<file path="src/rtl/dcache_miss_ctrl.sv">
// D-cache miss sequencer: dirty-victim writeback, line refill,
// commit pulse, and saturating miss/writeback counters.
module dcache_miss_ctrl #(
  parameter int DW             = 32,
  parameter int AW             = 32,
  parameter int WORDS_PER_LINE = 4,
  parameter int CNTW           = 16
) (
  input  logic                              clk,
  input  logic                              rst,
  input  logic                              req_valid_i,
  input  logic [AW-1:0]                     req_addr_i,
  input  logic                              hit_i,
  input  logic                              victim_dirty_i,
  input  logic [AW-1:0]                     victim_addr_i,
  input  logic [DW-1:0]                     victim_word_i,
  output logic                              stall_o,
  output logic                              mem_req_o,
  output logic                              mem_we_o,
  output logic [AW-1:0]                     mem_addr_o,
  output logic [DW-1:0]                     mem_wdata_o,
  input  logic                              mem_ack_i,
  input  logic [DW-1:0]                     mem_rdata_i,
  output logic [$clog2(WORDS_PER_LINE)-1:0] word_idx_o,
  output logic                              fill_we_o,
  output logic [DW-1:0]                     fill_data_o,
  output logic                              fill_done_o,
  output logic [CNTW-1:0]                   miss_cnt_o,
  output logic [CNTW-1:0]                   wb_cnt_o
);

  localparam int IW   = $clog2(WORDS_PER_LINE);
  localparam int OFFB = IW + 2;

  typedef enum logic [1:0] {
    IDLE,
    WB,
    RF,
    DONE
  } state_t;

  state_t          r_state;
  state_t          w_nxt;
  logic [IW-1:0]   r_beat;
  logic [AW-1:0]   r_rf_base;
  logic [AW-1:0]   r_wb_base;
  logic [CNTW-1:0] r_miss_cnt;
  logic [CNTW-1:0] r_wb_cnt;
  logic            w_miss;
  logic            w_last;
  logic            w_beat_ack;
  logic [AW-1:0]   w_off;
  logic            w_unused;

  // Gated by rst so stall_o reads 0 while reset is held.
  assign w_miss     = rst & (r_state == IDLE) & req_valid_i & ~hit_i;
  assign w_last     = r_beat == IW'(WORDS_PER_LINE - 1);
  assign w_beat_ack = mem_ack_i & ((r_state == WB) | (r_state == RF));
  assign w_off      = AW'({r_beat, 2'b00});
  assign w_unused   = ^req_addr_i[OFFB-1:0];

  assign fill_data_o = mem_rdata_i;
  assign miss_cnt_o  = r_miss_cnt;
  assign wb_cnt_o    = r_wb_cnt;

  always_ff @(posedge clk or negedge rst) begin
    if (!rst) begin
      r_state    <= IDLE;
      r_beat     <= '0;
      r_rf_base  <= '0;
      r_wb_base  <= '0;
      r_miss_cnt <= '0;
      r_wb_cnt   <= '0;
    end else begin
      r_state <= w_nxt;
      if (w_miss) begin
        r_rf_base <= {req_addr_i[AW-1:OFFB], OFFB'(0)};
        r_wb_base <= victim_addr_i;
        r_beat    <= '0;
        if (r_miss_cnt != {CNTW{1'b1}})
          r_miss_cnt <= r_miss_cnt + CNTW'(1);
        if (victim_dirty_i && r_wb_cnt != {CNTW{1'b1}})
          r_wb_cnt <= r_wb_cnt + CNTW'(1);
      end else if (w_beat_ack) begin
        r_beat <= r_beat + IW'(1);
      end
    end
  end

  always_comb begin
    w_nxt       = r_state;
    stall_o     = 1'b0;
    mem_req_o   = 1'b0;
    mem_we_o    = 1'b0;
    mem_addr_o  = '0;
    mem_wdata_o = '0;
    word_idx_o  = '0;
    fill_we_o   = 1'b0;
    fill_done_o = 1'b0;
    unique case (r_state)
      IDLE: begin
        if (w_miss) begin
          stall_o = 1'b1;
          w_nxt   = victim_dirty_i ? WB : RF;
        end
      end
      WB: begin
        stall_o     = 1'b1;
        mem_req_o   = 1'b1;
        mem_we_o    = 1'b1;
        mem_addr_o  = r_wb_base + w_off;
        mem_wdata_o = victim_word_i;
        word_idx_o  = r_beat;
        if (mem_ack_i && w_last)
          w_nxt = RF;
      end
      RF: begin
        stall_o    = 1'b1;
        mem_req_o  = 1'b1;
        mem_addr_o = r_rf_base + w_off;
        word_idx_o = r_beat;
        fill_we_o  = mem_ack_i;
        if (mem_ack_i && w_last)
          w_nxt = DONE;
      end
      DONE: begin
        stall_o     = 1'b1;
        fill_done_o = 1'b1;
        w_nxt       = IDLE;
      end
      default: w_nxt = IDLE;
    endcase
  end

endmodule

</file>
<file path="config.mk">
export PLATFORM = sky130hd
export DESIGN_NAME = dcache_miss_ctrl
export DESIGN_NICKNAME = d
export VERILOG_FILES = /design/src/rtl/dcache_miss_ctrl.sv
export SDC_FILE = /design/constraint.sdc
export NUM_CORES = 1
export LEC_CHECK = 0
export ABC_AREA = 1
export BUFFER_PORTS_ARGS = -buffer_cell sky130_fd_sc_hd__buf_2
export CAP_MARGIN = 20
export CORE_ASPECT_RATIO = 0.9
export CORE_UTILIZATION = 52
export DETAILED_ROUTE_END_ITERATION = 10
export GPL_TIMING_DRIVEN = 1
export PLACE_DENSITY = 0.91
export REMOVE_ABC_BUFFERS = 1
export SLEW_MARGIN = 0
export SYNTH_ARGS = -nofsm -noshare
export SYNTH_HDL_FRONTEND = slang
export SYNTH_SLANG_ARGS = --single-unit
</file>
<file path="constraint.sdc">
create_clock -name clk -period 3.4 [get_ports clk]
set_input_delay 0.68 -clock clk [delete_from_list [all_inputs] [get_ports clk]]
set_output_delay 0.68 -clock clk [all_outputs]
set_load 0.01 [all_outputs]
</file>
[After elaboration in Yosys (flattened, before gate mapping)]
Index checks and enable logic that the tools add are counted.
Word-level totals
  bits of input ports: 134
  flip-flop bits (word level): 96
  output and inout port bits: 135
Cells by class
  reductions and logical operators: 9
  bitwise logic cells: 6
  equal/unequal tests: 9
  muxes and demuxes: 16
  add/subtract/negate cells: 5
Operator list (number)
  32-bit by 4-bit adder with 32-bit output: 2
  32-bit case mux with 2 select lines: 1
  16-bit by 1-bit adder with 16-bit output, second input constant: 2
  32-bit two-way mux: 1
  16-bit inequality test, second input constant: 2
  2-bit two-way mux: 7
  2-bit case mux with 4 select lines: 1
  2-bit == test, second input constant: 3
  1-bit two-way mux: 5
  1-bit AND: 4
  2-bit by 1-bit inequality test with 1-bit output, second input constant: 2
  2-bit AND reduction: 2
  3-bit AND reduction: 1
  3-bit OR reduction: 1
  2-bit by 1-bit adder with 2-bit output, second input constant: 1
  2-bit by 1-bit == test with 1-bit output, second input constant: 1
  1-bit logical AND: 2
  2-bit logical NOT: 1
  2-bit inequality test, second input constant: 1
  1-bit case mux with 2 select lines: 1
  2-bit nonzero test: 1
  2-bit OR reduction: 1
  1-bit inverter: 1
  1-bit bitwise OR: 1

[Longest topological paths before layout]
Gate-level depths: netlist of run 1.
  word-level depth: 6
  gate-level depth with buffers: 11
  mapped depth without buffers: 11

[Worst setup path after synthesis of run 1]
No wires, ideal clock.
  path kind: reg2out
  start point: reg r_beat[0]
  end point: out mem_addr_o[10]
  path buffers: 0
  stages on the path, launching flop included: 11
  setup slack: 0.899 ns
  data arrival time: 1.821 ns
  cells stage by stage: dfrtp_1 > ha_1 > fa_1 > nand2_1 > nor2_1 > nand2_1 > inv_1 > nand2_1 > nand2_1 > o21bai_1 > a21oi_1
On the way
  cells in the longest elaborated chain, start to end: 2
  elaborated cells on any way between the ends: 3
  those cells by class: add/sub (2); mux (1)
RTL lines
  from (decl): line 44  | logic [IW-1:0] r_beat;
  from (signal assigned): line 85  | r_beat <= r_beat + IW'(1);
  32-bit by 4-bit adder with 32-bit output, on equally long branches: line 120, 111
  32-bit case mux with 2 select lines *: line 100  | unique case (r_state)
  to (decl): line 20  | output logic [AW-1:0] mem_addr_o,
Mark *: on every way between the ends. The rest lies on a longest branch, timed or not.

[Worst setup path after layout of run 1]
  start point: reg r_beat[0]
  end point: out mem_addr_o[18]
Same word-level chain as after synthesis.

==> impl_results.md, run 1 <==
- Max Root-Sink Buffers: 2
- H-tree depth: 3
- Number of global-route vias before repair: approximately 5700
- Drt initial violations: between 400 and 500
- Tightest Pin Transition: ~0.91 ns
- Row Count: 37
- Share of post-route cells with drive strength above 1: 0.222
- Min setup slack post-route: 0.259 ns
- Hold Slack: roughly 0.35 ns
- Final Setup Violations: 0
- RSZ-0062 raised after global routing: no
- Initial core utilization: 0.535
- Crit Reg-Reg Endpoint: wb_cnt_o[3]
- Hold Path Class: input port to asynchronous set/reset pin
- Synth warn: 0
- DRC: 0
- Routed Antenna Nets: 0
- Post-synthesis sequential area ratio: 0.393
- Die ar.: between 10000 and 15000 µm²
- Sw Ratio: 0.441
- DP Cell Count: 1220
- Clk_lat worst skew: between 0.3 and 0.4 ns
- CP Data Arrival Time: ~2.5 ns
- Mapped Cells: around 920
- Vias: between 6000 and 7000
- Critical Path Source Type: flop
- DR WL/cell: 14.2 µm
- Fin crit period: about 3.1 ns
- Initial antenna violation count: 1
- Async SR Flop Fraction: 1.00
- Post-Place Setup Slack: 0.573 ns
- Final cell count without fillers: between 1000 and 1500
- Fmax: ~320 MHz
- Die H: 105 µm
- Final Hold Viols: 0
- Sw power: approximately 2.4 mW
- Req. time, crit path: about 2.7 ns
- Number of enable flip-flop cells after synthesis: 0
- Nets: approximately 1200
- PwrDens: between 700 and 800 nW/µm²
- Largest net degree at the start of global routing: 79
- Clock power share: 0.176
- Post-DP HPWL: ~13000 µm
- Total track usage: 0.296
- WS Path Type: flop to output pin
- Die width: 116 µm
- Fillers: about 1100
- Worst slew margin: 0.395
- Status: finished, final reports clean
- Root Driver: clkbuf_16
- Drt first pass iters: 5
- Netlist Area Pre-Place: approximately 6000 µm²
- Period utilization: 0.924
- Worst R2R Setup Slack: between 1 and 1.5 ns
- Max VDD drop: between 300 and 400 µV
- R2R Path Start: r_state[0]
- First-pass GRT wire length: around 28000 µm
- CTS tree: built
- Logic pwr share: 0.445
- Static Leak: ~4.0 nW
- WL final: about 18000 µm
- CTS clk-pin slew, worst paths: 0.07 ns
- Number of distinct library cells after synthesis: 30
- Worst setup EP type: output pin
- Setup Skew: 0.00795 ns
- GP Congestion: around 0.92
- Floorplan core area: around 11000 µm²
- Clock buffer count from CTS: 9
- IO Count: between 200 and 300
- Max-cap violations: 0
- Clk sinks: 96
- Pins over their slew limit: 0
- IO Port Bufs: 200
- Internal power: roughly 3 mW
- Reg2Reg Depth: 10
- Via-to-Cell Ratio: slightly above 5
- Post-layout total power: ~5.4 mW
- Total gr overflow: 0
- CP max FO: 4
- Flop pwr share: 0.379
- Mean Syn Cell Area: ~6.7 µm²
- #FFs+latches synth: 96
- Area delta synth->final: 19.3%
- Top_reg_cell synth: dfrtp_1
per-stage QoR:
step	util	instance area (µm²)	TNS, ns
floorplan	-	5750	-2.51
CTS	0.638	7290	0
global route	0.638	7300	0
global placement	0.614	7020	0
detailed placement	0.614	7020	0
finish	0.638	7300	0
synth_stat cells (2+ instances only):
master / number / share of area
nor2_2: 3 / 0.0031
xnor2_1: 9 / 0.013
ha_1: 10 / 0.020
buf_1: 2 / 0.0012
o21ai_1: 11 / 0.0090
o21bai_1: 3 / 0.0037
buf_4: 33 / 0.040
dfrtp_1: 96 / 0.39
nand3_1: 63 / 0.052
a21oi_1: 30 / 0.025
buf_2: 5 / 0.0041
inv_1: 100 / 0.061
or2_2: 5 / 0.0051
o21ai_0: 39 / 0.032
o21a_1: 2 / 0.0025
xor2_1: 13 / 0.019
clkbuf_1: 21 / 0.013
inv_2: 3 / 0.0018
nand2_2: 2 / 0.0020
nand2_1: 386 / 0.24
nor3_1: 11 / 0.0090
nor2_1: 62 / 0.038
nand4_1: 3 / 0.0031
sequential cells by signal (all words and copies together), names as in the netlist:
name and flops:
r_state 2, wb_cnt_o 16, r_rf_base 28, r_beat 2, r_wb_base 32, miss_cnt_o 16
kinds of logic after synthesis:
logic type / share of synthesized area
buf+inv: 0.124
flops: 0.393
simple gates: 0.356
compound gates: 0.0728
fa+ha+maj: 0.0237
xor+xnor: 0.0315
worst max-delay path by stage:
stage                     startpoint  cells after the start              to
after floorplan           r_state[0]                      6         stall_o
after global placement     r_beat[0]                     11  mem_addr_o[10]
after detailed placement   r_beat[0]                     12  mem_addr_o[12]
after CTS                  r_beat[0]                     12  mem_addr_o[12]
after global routing       r_beat[0]                     11  mem_addr_o[20]
final                      r_beat[0]                     10  mem_addr_o[18]
power by group through the flow:
stage,registers [mW],logic (mW),clock network [mW]
2_1_floorplan,1.98,1.49,0
3_3_place_gp,2.02,2.33,0
3_5_place_dp,2.05,2.40,0
4_1_cts,2.03,2.41,0.970
5_1_grt,2.11,2.73,1.02
6_report,2.05,2.40,0.950
worst max-delay path, stage by stage, from the launching register on:
cell and delay [ns]:
dfrtp_1 0.43, ha_1 0.24, fa_1 0.44, nand2_1 0.14, nor2_1 0.08, nand2_2 0.12
nor2_1 0.07, or2_2 0.28, nand3_1 0.10, a21oi_1 0.08, buf_2 0.15
timing repair:
item,in CTS,in global routing
buffers inserted,0,0
resized for setup,0,2
setup endpoints to repair,0,2
hold buffers,0,0
final cells by class:
type	count	area [µm²]	share of cell area
Sequential cell	96	2400	0.329
Antenna cell	1	2.50	0.000343
Timing Repair Buffer	207	1070	0.146
Inverter	103	387	0.0530
Tap cell	156	195	0.0267
Multi-Input combinational cell	658	2970	0.407
Clock inverter	4	30.0	0.00411
Clock buffer	12	246	0.0338
layout by cell type, fill, tap and decap left out, types with 2 or more instances in the layout:
master	Yosys	routed
xnor2_1	9	9
nor2_2	3	4
nand4_1	3	3
nand3_1	63	63
o21ai_1	11	11
nor2_1	62	61
nand2_2	2	3
o21ai_0	39	39
or2_2	5	5
xor2_1	13	13
nand2_1	386	385
clkinvlp_4	0	4
a21oi_1	30	30
clkbuf_16	0	9
o21a_1	2	2
inv_1	100	100
ha_1	10	9
buf_2	5	199
inv_2	3	3
nor3_1	11	11
buf_4	33	7
dfrtp_1	96	96
o21bai_1	3	3
clkbuf_1	21	2
per-layer routing:
layer  up-vias  global-route usage  share of wire
met4         4              0.0897          0.015
met1      2850               0.393           0.45
met2       291               0.459           0.46
li1       3106                   -              -
met3        22              0.0841          0.079
met5         -              0.0578         0.0055
Note: power is estimated with default switching activity, not from simulation.
==> run 2, diff against run 1 <==
--- a/config.mk
+++ b/config.mk
@@ -9,10 +9,10 @@
 export BUFFER_PORTS_ARGS = -buffer_cell sky130_fd_sc_hd__buf_2
 export CAP_MARGIN = 20
 export CORE_ASPECT_RATIO = 0.9
-export CORE_UTILIZATION = 52
+export CORE_UTILIZATION = 35
 export DETAILED_ROUTE_END_ITERATION = 10
 export GPL_TIMING_DRIVEN = 1
-export PLACE_DENSITY = 0.91
+export PLACE_DENSITY = 0.66
 export REMOVE_ABC_BUFFERS = 1
 export SLEW_MARGIN = 0
 export SYNTH_ARGS = -nofsm -noshare
==> impl_results.md, run 2 (synthesized netlist as in run 1, its figures left out) <==
- CTS clk-pin slew, worst paths: 0.06 ns (about the same)
- Vias: 6146 (-2.0%)
- Root Driver: clkbuf_16
- Max VDD drop: 339 µV (-4.0%)
- Req. time, crit path: 2.72 ns (about the same)
- Row Count: 45 (+22%)
- Number of global-route vias before repair: 5576 (-1.4%)
- Post-Place Setup Slack: 0.582 ns (+0.00901 ns)
- Nets: 1222 (+0.16%)
- Worst path bufs/invs: 1 (unchanged)
- Total track usage: 0.210 (-0.0861)
- Most frequent cells in the layout: nand2_1, buf_2, inv_1, dfrtp_1, nand3_1
- Min setup slack post-route: 0.242 ns (-0.0178 ns)
- CP Data Arrival Time: 2.48 ns (+0.02 ns)
- CTS tree: built
- Routed Antenna Nets: 0 (unchanged)
- First-pass GRT wire length: 28700 µm (+4.2%)
- Die ar.: 18000 µm² (+48%)
- CP max stage cell: fa_1
- Clk_lat worst skew: 0.35 ns (about the same)
- IO Port Bufs: 200 (unchanged)
- Die H: 127 µm (+21%)
- Status: finished, final reports clean
- Max FFs per register: 32 (unchanged)
- PwrDens: 729 nW/µm² (-1.4%)
- IO Count: 269 (unchanged)
- Hold Path Class: input port to asynchronous set/reset pin
- Commonest non-fill, non-tap cell in the layout: nand2_1
- Top reg by flops: r_wb_base
- CP max FO: 5 (+1)
- Via-to-Cell Ratio: 4.68 (-7.7%)
- Period utilization: 0.929 (+0.00525)
- Clk sinks: 96 (unchanged)
- Most Frequent Cell on Critical Path: nand2_1
- Die width: 141 µm (+22%)
- GP Congestion: 0.916 (-0.60%)
- Hold_buf cts: 0 (unchanged)
- WL final: 18600 µm (+5.5%)
- DP Cell Count: 1301 (+6.6%)
- Drt initial violations: 314 (-23%)
- Final cell count without fillers: 1313 (+6.1%)
- WS Path Type: flop to output pin
- Max-cap violations: 0 (unchanged)
- Post-DP HPWL: 13900 µm (+4.6%)
- CP delay by family, top: adder cells
- H-tree depth: 3 (unchanged)
- Final Hold Viols: 0 (unchanged)
- Pins over their slew limit: 0 (unchanged)
- DRC: 0 (unchanged)
- Fin crit period: 3.16 ns (+0.0178 ns)
- Initial antenna violation count: 0 (-1)
- Share of post-route cells with drive strength above 1: 0.222 (-0.000515)
- Max Root-Sink Buffers: 2 (unchanged)
- Tightest Pin Transition: 0.906 ns (-0.000699 ns)
- Total gr overflow: 0 (unchanged)
- Worst path max stage delay: 0.44 ns (about the same)
- Worst slew margin: 0.396 (+0.000466)
- Fmax: 317 MHz (-0.56%)
- Top flop regs: r_wb_base (32), r_rf_base (28)
- Floorplan core area: 17000 µm² (+49%)
- DR WL/cell: 14.1 µm (-0.60%)
- Diodes inserted: 0 (-1)
- RSZ-0062 raised after global routing: no
- CP Cell Sequence: ha_1 > fa_1 > nand2_1 > nor2_1 > nand2_1 > nor2_2 > a21boi_0 > o21ai_0 > a21oi_1 > buf_2
- Area delta synth->final: 20.8%
- Initial core utilization: 0.360 (-0.175)
- Clock buffer count from CTS: 9 (unchanged)
- Worst setup EP type: output pin
- Setup Skew: 0.00695 ns (-0.00100 ns)
- Drt first pass iters: 5 (unchanged)
- Final Setup Violations: 0 (unchanged)
- Critical Path Source Type: flop
- Largest net degree at the start of global routing: 69 (-13%)
- Static Leak: 4.05 nW (+0.45%)
[run 2: cell type report]
cell class | count | area, µm²
Inverter | 103 | 387
Fill cell | 1816 | 9610
Clock inverter | 2 | 10.0
Tap cell | 235 | 294
Multi-Input combinational cell | 658 | 2970
Clock buffer | 10 | 239
Sequential cell | 96 | 2400
Timing Repair Buffer | 209 | 1100
[run 2: repair_timing]
action / in CTS / in global routing
gates resized for setup: 0 / 1
endpoints found under the setup margin: 0 / 3
buffers inserted: 0 / 0
[run 2: report_power, final]
part / internal (mW) / switching [mW]
logic: 0.919 / 1.51
registers: 1.61 / 0.429
clock network: 0.497 / 0.425
[run 2: final timing paths]
kind	startpoint	to	slack (ns)	cells after the start
worst max-delay path	r_beat[0]	mem_addr_o[14]	0.24	10
worst min-delay path	rst	r_rf_base[5]	0.36	2
worst max register to register	r_state[0]	r_wb_base[22]	1.12	7
worst min register to register	r_rf_base[29]	r_rf_base[29]	0.47	2
max in group asynchronous	rst	r_wb_base[13]	1.78	3
min in group clk	r_rf_base[29]	r_rf_base[29]	0.47	2
[run 2: layer usage]
metal / vias to the layer above / wire (µm) / track usage
li1: 3109 / - / -
met1: 2771 / 8750 / 0.283
met2: 254 / 8100 / 0.327
met3: 10 / 1570 / 0.0686
met4: 2 / 117 / 0.0424
met5: - / 32 / 0.0194
[run 2: per-stage QoR]
stage                     power, mW  instance area, µm²   util  hold WS, ns  TNS [ns]
after floorplan                3.46                5750      -        0.384     -2.51
final                          5.39                7390  0.435        0.365         0
after global routing           5.88                7390  0.435        0.376         0
after CTS                      5.47                7390  0.435        0.377         0
after detailed placement       4.51                7140  0.420        0.458         0
after global placement         4.46                7140  0.420        0.453         0
[run 2: worst register-to-register path: cells and delay by family (launching register included)]
family	cells	cell delay (ns)
AO/OA/AOI/OAI	1	0.11
buffers and inverters	2	0.70
AND/OR/NAND/NOR	3	0.72
adder cells (fa/ha/maj)	1	0.24
flip-flops	1	0.44
